[config.mk]
export PLATFORM = sky130hd
export DESIGN_NAME = board_reset_sequencer
export DESIGN_NICKNAME = d
export VERILOG_FILES = /design/src/rtl/board_reset_sequencer.sv
export SDC_FILE = /design/constraint.sdc
export NUM_CORES = 1
export LEC_CHECK = 0
export CORE_ASPECT_RATIO = 0.6
export CORE_MARGIN = 5
export CORE_UTILIZATION = 50
export CTS_CLUSTER_DIAMETER = 80
export DETAILED_ROUTE_END_ITERATION = 7
export GPL_TIMING_DRIVEN = 0
export PLACE_DENSITY = 0.7
export RECOVER_POWER = 25
export SLEW_MARGIN = 0
export SYNTH_ARGS = -nofsm -noshare
export SYNTH_HDL_FRONTEND = slang
export SYNTH_SLANG_ARGS = --single-unit
[constraint.sdc]
create_clock -name clk -period 2 [get_ports clk]
set_input_delay 0.3 -clock clk [delete_from_list [all_inputs] [get_ports clk]]
set_output_delay 0.3 -clock clk [all_outputs]
set_load 0.05 [all_outputs]
[src/rtl/board_reset_sequencer.sv]
// Board reset front-end: synchronises and debounces reset sources, qualifies PLL lock,
// stretches the reset and releases staged active-low resets, reporting cause and event count.
module board_reset_sequencer #(
    parameter int unsigned              NUM_SOURCES        = 2,
    parameter logic [NUM_SOURCES-1:0]   SRC_ACTIVE_LOW     = NUM_SOURCES'(2'b01),
    parameter int unsigned              DEBOUNCE_CYCLES    = 16,
    parameter int unsigned              LOCK_SETTLE_CYCLES = 32,
    parameter int unsigned              STRETCH_CYCLES     = 64,
    parameter int unsigned              NUM_STAGES         = 2,
    parameter int unsigned              STAGE_GAP          = 8
) (
    input  logic                   clk,
    input  logic                   reset,
    input  logic [NUM_SOURCES-1:0] src_in,
    input  logic                   pll_locked,
    output logic [NUM_STAGES-1:0]  rst_n_out,
    output logic                   all_released,
    output logic [7:0]             reset_count,
    output logic [NUM_SOURCES:0]   last_cause
);

    localparam int unsigned DEB_W   = $clog2(DEBOUNCE_CYCLES + 1);
    localparam int unsigned LOCK_W  = $clog2(LOCK_SETTLE_CYCLES + 1);
    localparam int unsigned SEQ_MAX = (STRETCH_CYCLES > STAGE_GAP) ? STRETCH_CYCLES : STAGE_GAP;
    localparam int unsigned SEQ_W   = $clog2(SEQ_MAX + 1);
    localparam int unsigned K_W     = (NUM_STAGES > 1) ? $clog2(NUM_STAGES) : 1;

    localparam logic [1:0] ST_ASSERT  = 2'd0;
    localparam logic [1:0] ST_STRETCH = 2'd1;
    localparam logic [1:0] ST_RELEASE = 2'd2;
    localparam logic [1:0] ST_RUN     = 2'd3;

    logic [NUM_SOURCES-1:0] src_meta, src_sync;
    logic                   lock_meta, lock_sync;
    logic [NUM_SOURCES-1:0] deb_q, deb_d, act;
    logic [DEB_W-1:0]       deb_cnt_q [NUM_SOURCES];
    logic [DEB_W-1:0]       deb_cnt_d [NUM_SOURCES];
    logic [LOCK_W-1:0]      lock_cnt_q, lock_cnt_d;
    logic                   lock_ok_q, lock_ok_d;
    logic                   req;

    logic [1:0]             state_q, state_d;
    logic [SEQ_W-1:0]       seq_cnt_q, seq_cnt_d;
    logic [K_W-1:0]         stage_q, stage_d;
    logic [NUM_STAGES-1:0]  rst_n_d;
    logic                   all_released_d;
    logic [7:0]             reset_count_d;
    logic [NUM_SOURCES:0]   last_cause_d;
    logic                   event_c;

    // All state, including registered outputs
    always_ff @(posedge clk) begin
        if (reset) begin
            src_meta     <= SRC_ACTIVE_LOW;
            src_sync     <= SRC_ACTIVE_LOW;
            lock_meta    <= 1'b0;
            lock_sync    <= 1'b0;
            deb_q        <= '1;
            for (int i = 0; i < int'(NUM_SOURCES); i++) deb_cnt_q[i] <= '0;
            lock_cnt_q   <= '0;
            lock_ok_q    <= 1'b0;
            state_q      <= ST_ASSERT;
            seq_cnt_q    <= '0;
            stage_q      <= '0;
            rst_n_out    <= '0;
            all_released <= 1'b0;
            reset_count  <= 8'd0;
            last_cause   <= '0;
        end else begin
            src_meta     <= src_in;
            src_sync     <= src_meta;
            lock_meta    <= pll_locked;
            lock_sync    <= lock_meta;
            deb_q        <= deb_d;
            for (int i = 0; i < int'(NUM_SOURCES); i++) deb_cnt_q[i] <= deb_cnt_d[i];
            lock_cnt_q   <= lock_cnt_d;
            lock_ok_q    <= lock_ok_d;
            state_q      <= state_d;
            seq_cnt_q    <= seq_cnt_d;
            stage_q      <= stage_d;
            rst_n_out    <= rst_n_d;
            all_released <= all_released_d;
            reset_count  <= reset_count_d;
            last_cause   <= last_cause_d;
        end
    end

    // Per-source debounce: flip only after DEBOUNCE_CYCLES consecutive disagreeing samples
    always_comb begin
        act   = src_sync ^ SRC_ACTIVE_LOW;
        deb_d = deb_q;
        for (int i = 0; i < int'(NUM_SOURCES); i++) begin
            deb_cnt_d[i] = '0;
            if (act[i] != deb_q[i]) begin
                if (deb_cnt_q[i] == DEB_W'(DEBOUNCE_CYCLES - 1)) begin
                    deb_d[i] = act[i];
                end else begin
                    deb_cnt_d[i] = deb_cnt_q[i] + DEB_W'(1);
                end
            end
        end
    end

    // Lock qualification: slow to accept, instant to drop
    always_comb begin
        lock_cnt_d = '0;
        lock_ok_d  = 1'b0;
        if (lock_sync) begin
            lock_cnt_d = lock_cnt_q;
            lock_ok_d  = lock_ok_q;
            if (!lock_ok_q) begin
                if (lock_cnt_q == LOCK_W'(LOCK_SETTLE_CYCLES)) begin
                    lock_ok_d  = 1'b1;
                    lock_cnt_d = '0;
                end else begin
                    lock_cnt_d = lock_cnt_q + LOCK_W'(1);
                end
            end
        end
    end

    // A low synced lock requests reset in the same cycle that lock_ok is being cleared
    assign req = (|deb_q) | ~(lock_ok_q & lock_sync);

    // Sequencer next state and registered outputs
    always_comb begin
        state_d   = state_q;
        seq_cnt_d = seq_cnt_q;
        stage_d   = stage_q;
        rst_n_d   = rst_n_out;
        event_c   = 1'b0;

        case (state_q)
            ST_ASSERT: begin
                rst_n_d   = '0;
                seq_cnt_d = '0;
                stage_d   = '0;
                if (!req) state_d = ST_STRETCH;
            end
            ST_STRETCH: begin
                if (seq_cnt_q == SEQ_W'(STRETCH_CYCLES - 1)) begin
                    seq_cnt_d  = '0;
                    stage_d    = '0;
                    rst_n_d[0] = 1'b1;
                    state_d    = (NUM_STAGES == 1) ? ST_RUN : ST_RELEASE;
                end else begin
                    seq_cnt_d = seq_cnt_q + SEQ_W'(1);
                end
            end
            ST_RELEASE: begin
                if (seq_cnt_q == SEQ_W'(STAGE_GAP - 1)) begin
                    seq_cnt_d = '0;
                    stage_d   = stage_q + K_W'(1);
                    for (int unsigned i = 1; i < NUM_STAGES; i++) begin
                        if (i == 32'(stage_q) + 32'd1) rst_n_d[i] = 1'b1;
                    end
                    if (32'(stage_q) + 32'd2 == NUM_STAGES) state_d = ST_RUN;
                end else begin
                    seq_cnt_d = seq_cnt_q + SEQ_W'(1);
                end
            end
            ST_RUN: begin
                rst_n_d = '1;
            end
            default: begin
                state_d = ST_ASSERT;
                rst_n_d = '0;
            end
        endcase

        // Any re-request restarts the whole sequence
        if (req && state_q != ST_ASSERT) begin
            state_d   = ST_ASSERT;
            seq_cnt_d = '0;
            stage_d   = '0;
            rst_n_d   = '0;
            event_c   = 1'b1;
        end

        all_released_d = (state_d == ST_RUN);
        reset_count_d  = reset_count;
        last_cause_d   = last_cause;
        if (event_c) begin
            if (reset_count != 8'hFF) reset_count_d = reset_count + 8'd1;
            last_cause_d = {~lock_ok_d, deb_d};
        end
    end

endmodule

==> results of run 1 <==
through the flow:
stage          worst slack, ps  power, mW  util (%)
6_report                  89.9       1.65      62.2
5_1_grt                   11.1       1.72      62.2
4_1_cts                   35.8       1.66      61.3
3_5_place_dp             -27.5       1.08      59.1
3_3_place_gp             -76.9       1.08      59.1
2_1_floorplan              151       1.06         -
synthesized netlist by cell type, drive strengths merged (2+ instances only):
cell type  instances  area share, %
mux2i              5            2.3
or3                3           0.85
nor2b              8            2.3
nor2              28            4.7
o2bb2ai            2           0.79
ha                13            7.3
o21ai              5            1.1
o22ai              2           0.56
o221a              4            2.0
or2                3           0.85
xnor2              7            2.8
a21oi             14            3.3
nand4              2           0.56
o211ai             5            1.7
and3               6            1.7
nand2             13            2.2
a211oi             3            1.0
and2               4            1.1
xor2               6            2.4
nand4b             3            1.2
inv               16            2.7
o31ai              2           0.68
nor4b              2           0.79
nand3              9            2.0
clkbuf             3           0.51
or4                2           0.68
a311oi             2            1.1
dfxtp             49             44
final cells by class:
| cell class | count | share of cell area (%) |
|---|---|---|
| timing repair buffer | 18 | 6.92 |
| tap | 60 | 2.88 |
| multi-input combinational | 170 | 46.1 |
| sequential | 49 | 37.7 |
| buffer | 4 | 0.624 |
| inverter | 16 | 2.31 |
| clock buffer | 5 | 2.64 |
| clock inverter | 3 | 0.817 |
power breakdown:
part	internal (mW)	leakage (nW)	total, mW	switching (mW)
Combinational	0.0249	0.484	0.0548	0.0299
Sequential	0.991	0.398	1.00	0.00923
Clock	0.249	0.0445	0.591	0.342
critical path, stage by stage (launching register included):
cell and delay (ps):
dfxtp_1 350, inv_1 170, ha_2 260, inv_1 50, o311a_1 360, or4_1 520
a21oi_1 140
cell families after synthesis:
| group | Yosys count |
|---|---|
| and+or+nand+nor | 90 |
| AOI/OAI and AO/OA | 49 |
| DFF | 49 |
| buffers and inverters | 20 |
| xor gates and xnor gates | 13 |
| adders and majority gates | 13 |
| muxes | 5 |
registers in the layout (all words and copies together) (netlist names):
| signal | count |
|---|---|
| deb_cnt_q | 10 |
| reset_count | 8 |
| seq_cnt_q | 7 |
| lock_cnt_q | 6 |
| last_cause | 3 |
| deb_q | 2 |
| rst_n_out | 2 |
| src_meta | 2 |
| src_sync | 2 |
| state_q | 2 |
| all_released | 1 |
| lock_meta | 1 |
| lock_ok_q | 1 |
| lock_sync | 1 |
| stage_q | 1 |
layer usage:
layer  wire (um)  vias up  track usage (%)
li1            -      900                -
met1        2370      798             24.7
met2        1660       43             23.0
met3         270        7             4.76
met4          61        0             5.67
met5           0        -                0
worst paths after layout:
path | startpoint | endpoint | slack (ps) | cells past startpoint
max | state_q[1] | all_released | 90 | 6
min | src_meta[0] | src_sync[0] | 410 | 1
max reg2reg | state_q[1] | all_released | 90 | 6
min reg2reg | src_meta[0] | src_sync[0] | 410 | 1
repair_timing:
action,in CTS,in global routing
endpoints found under the setup margin,0,8
endpoints found under the hold margin,0,0
gates resized for setup,0,8
buffers inserted,0,0
==> flow_summary.json, run 1 <==
{
  "hold_path_class": "register to register",
  "synthAdderAreaFrac_pct": 7.32,
  "place_hpwl_um": 3220,
  "antenna_found_initial": 0,
  "whs_ps": 414,
  "postCtsHoldBufs": 0,
  "fin_skew_ps": 4.33,
  "cts_buffers": 5,
  "irDropWorstVdd_mv": 0.415,
  "relSlewSlack_pct": 61.6,
  "area_growth_pct": 17.3,
  "rows": 18,
  "core-area_mm2": 0.00419,
  "cts.sinks": 49,
  "synthSimpleGateAreaFrac_pct": 21.5,
  "grt_pass1_vias": 1653,
  "drive_gt1_share_pct": 9.06,
  "required_ps": 2240,
  "fmax_mhz": 524,
  "grt_pass1_wl_um": 7560,
  "fin_nets": 282,
  "cp-end-kind": "register",
  "drc": 0,
  "ioPinCount": 19,
  "layout_commonest_cell": "dfxtp_1",
  "p_leak_nw": 0.926,
  "seq_area_um2": 982,
  "cap_violations": 0,
  "synth.area.mux_share_pct": 2.25,
  "yosys_warnings": 0,
  "gp_congestion": 0.807,
  "crit_type": "register to register",
  "grt_overflow": 0,
  "track_usage_pct": 16.7,
  "dr.first_iter.drc_count": 98,
  "status": "complete, no violations",
  "final_hold_viol_count": 0,
  "synth.avg_cell_area_um2": 9.29,
  "drt_pass1_iterations": 4,
  "cp.arrival_ps": 2150,
  "htreeDepth": 2,
  "dieArea_mm2": 0.00592,
  "critPathMaxFanout": 4,
  "synth_compound_area_share_pct": 16.2,
  "layout_common_cells": "dfxtp_1, nor2_1, clkdlybuf4s50_1",
  "multi_input_area_mm2": 0.00120,
  "setup_tns_ps": 0,
  "ys_seq_area_share_pct": 44.2,
  "antenna_left": 0,
  "maxSlewViolCount": 0,
  "synth.distinct_cells": 48,
  "instances_no_fill": 325,
  "grt_max_degree": 17,
  "synth_top_family_by_area": "simple AND/OR/NAND/NOR gates",
  "dpl_cell_area_mm2": 0.00248,
  "synth_edf_count": 0,
  "finalWirelength_um": 4360,
  "dieWidth_um": 96.0,
  "cts_tree": "built",
  "io_buffers": 18,
  "clk_latency_ps": 300,
  "cts_root_buffer": "clkbuf_8",
  "wl_per_cell_um": 13.4,
  "dpl.cell_count": 317,
  "finalSetupViolCount": 0,
  "p_per_area_mw_per_mm2": 632,
  "grt_setup_unrepaired": "no",
  "ys_ff_latch": 49,
  "die_y_um": 61.6,
  "vias": 1748,
  "period_minus_slack_ps": 1910,
  "fin_area_mm2": 0.00261,
  "vias_per_cell": 5.38,
  "clk_pin_slew_ps": 90,
  "clk_path_buf_depth": 2,
  "synthCells": 239,
  "synth-xor-area-share_pct": 5.13,
  "ys.flop_type": "dfxtp_1",
  "initial_core_util_pct": 53.0,
  "start_kind": "register",
  "nFillCells": 381,
  "max_slew.worst_pin.slew_ps": 574,
  "synthArstFlopShare_pct": 0,
  "synth_nets": 257,
  "n_antenna_cell": 0,
  "syn-cell-area_mm2": 0.00222,
  "min_period_over_period_pct": 95.5
}
(Power assumes the default switching activity.)
==> run 2, diff against run 1 <==
--- a/config.mk
+++ b/config.mk
@@ -10,8 +10,8 @@
 export CORE_UTILIZATION = 50
 export CTS_CLUSTER_DIAMETER = 80
 export DETAILED_ROUTE_END_ITERATION = 7
+export DONT_BUFFER_PORTS = 1
 export GPL_TIMING_DRIVEN = 0
-export PLACE_DENSITY = 0.7
 export RECOVER_POWER = 25
 export SLEW_MARGIN = 0
 export SYNTH_ARGS = -nofsm -noshare
==> run 2 against run 1 <==
Compared with the run above: wire length grew 4.0%; total power is 8.2% higher; non-clock buffer count decreased by 18; highest routed layer unchanged.
==> flow_summary.json, run 2 (same netlist as run 1, synthesis figures left out) <==
{
  "drc": 0,
  "instances_no_fill": 307,
  "use_met1_pct": 22.0,
  "dieWidth_um": 96.0,
  "top_regs": "deb_cnt_q x10, reset_count x8, seq_cnt_q x7",
  "maxSlewViolCount": 0,
  "cpMaxStageDelayCell": "or4_1",
  "clk_path_buf_depth": 2,
  "finalWirelength_um": 4540,
  "p_leak_nw": 0.878,
  "postCtsHoldBufs": 0,
  "busiest_layer": "met2",
  "path_common_cell": "inv_1",
  "dieArea_mm2": 0.00592,
  "seq_area_um2": 985,
  "r2r_slack_ps": 50,
  "drt_pass1_iterations": 4,
  "relSlewSlack_pct": 57.2,
  "area_growth_pct": 10.8,
  "grt_pass1_vias": 1734,
  "regMostFlops": "deb_cnt_q",
  "finalSetupViolCount": 0,
  "fin_nets": 264,
  "start_kind": "register",
  "die_y_um": 61.6,
  "final_util_pct": 58.7,
  "antenna_found_initial": 0,
  "place_hpwl_um": 3360,
  "io_buffers": 0,
  "cts_root_buffer": "clkbuf_8",
  "initial_core_util_pct": 53.0,
  "cts.sinks": 49,
  "core-area_mm2": 0.00419,
  "setup_tns_ps": 0,
  "required_ps": 2210,
  "crit_type": "register to register",
  "track_usage_pct": 17.3,
  "nFillCells": 392,
  "critPathTopFamily": "compound AO/OA/AOI/OAI gates",
  "met2_usage_pct": 27.0,
  "power_frac_seq_pct": 56.2,
  "dpl.cell_count": 299,
  "grt_max_degree": 16,
  "p_int_mw": 1.42,
  "whs_ps": 102,
  "holdCritStartpoint": "src_in[0]",
  "fin_skew_ps": 7.64,
  "largest_register_ffs": 10,
  "cap_violations": 0,
  "status": "complete, no violations",
  "cp_cell_sequence": "inv_1, ha_2, inv_1, a221o_1, or4_1, a21oi_1",
  "final_hold_viol_count": 0,
  "use_met3_pct": 6.35,
  "p_clk_share_pct": 41.2,
  "clk_latency_ps": 300,
  "combinationalPowerShare_pct": 2.7,
  "multi_input_area_mm2": 0.00120,
  "dr.first_iter.drc_count": 93,
  "fmax_mhz": 512,
  "path_buf_inv": 2,
  "max_slew.worst_pin.slew_ps": 641,
  "p_sw_share_pct": 20.5,
  "hold_path_class": "input pin to register",
  "cp.arrival_ps": 2160,
  "vias": 1727,
  "cts_tree": "built",
  "r2r_start": "state_q[0]",
  "cts_setup_buffers": 0,
  "grt_pass1_wl_um": 7870,
  "fin_area_mm2": 0.00246,
  "critPathMaxFanout": 6,
  "p_per_area_mw_per_mm2": 724,
  "grt_setup_unrepaired": "yes",
  "wl_per_cell_um": 14.8,
  "period_minus_slack_ps": 1950,
  "cts_buffers": 5,
  "htreeDepth": 2,
  "vias_per_cell": 5.63,
  "ioPinCount": 19,
  "dpl_cell_area_mm2": 0.00230,
  "gp_congestion": 0.842,
  "min_period_over_period_pct": 97.6,
  "cpPeakStageDelay_ps": 410,
  "antenna_left": 0,
  "n_antenna_cell": 0,
  "irDropWorstVdd_mv": 0.442,
  "layout_commonest_cell": "dfxtp_1",
  "rows": 18,
  "clk_pin_slew_ps": 90,
  "layout_common_cells": "dfxtp_1, nor2_1, inv_1",
  "drive_gt1_share_pct": 10.1,
  "grt_overflow": 0,
  "switching_power_mw": 0.365,
  "startpoint": "state_q[0]",
  "cp-end-kind": "register"
}
==> run 2: final timing paths <==
| path | end | cells past startpoint |
|---|---|---|
| max | all_released | 6 |
| min | src_meta[0] | 1 |
| min reg2reg | src_sync[0] | 1 |
| max reg2reg | all_released | 6 |
==> run 2: power by group through the flow <==
stage	clock [mW]	sequential, mW	combinational, mW
after global placement	0	1.02	0.0445
after CTS	0.753	1.00	0.0474
after global routing	0.792	1.00	0.0540
after detailed placement	0	1.02	0.0472
final	0.733	1.00	0.0472
after floorplan	0	1.02	0.0371
==> run 2: area by class of cell <==
cell class / count / share of cell area [%]
plain buffers: 4 / 0.661
flip-flops and latches: 49 / 40.0
inverters: 16 / 2.44
clock inverters: 2 / 1.53
clock buffers: 6 / 3.36
multi-input cells: 170 / 48.9
well taps: 60 / 3.05
==> run 2: stage by stage <==
stage | power, mW | worst slack, ps
global placement | 1.07 | -21.6
global route | 1.85 | -72.8
floorplan | 1.06 | 151
finish | 1.78 | 48.1
CTS | 1.80 | 0.727
detailed placement | 1.07 | -13.3
==> run 2: metal layers <==
metal,up-vias,wire (um)
met3,4,311
met4,0,25
met2,47,2000
met1,804,2200
met5,-,0
li1,872,-
==> run 2: repair_timing <==
action	in CTS	in global routing
pin swaps	0	0
resized for setup	1	8
endpoints found under the setup margin	1	8
endpoints found under the hold margin	0	0
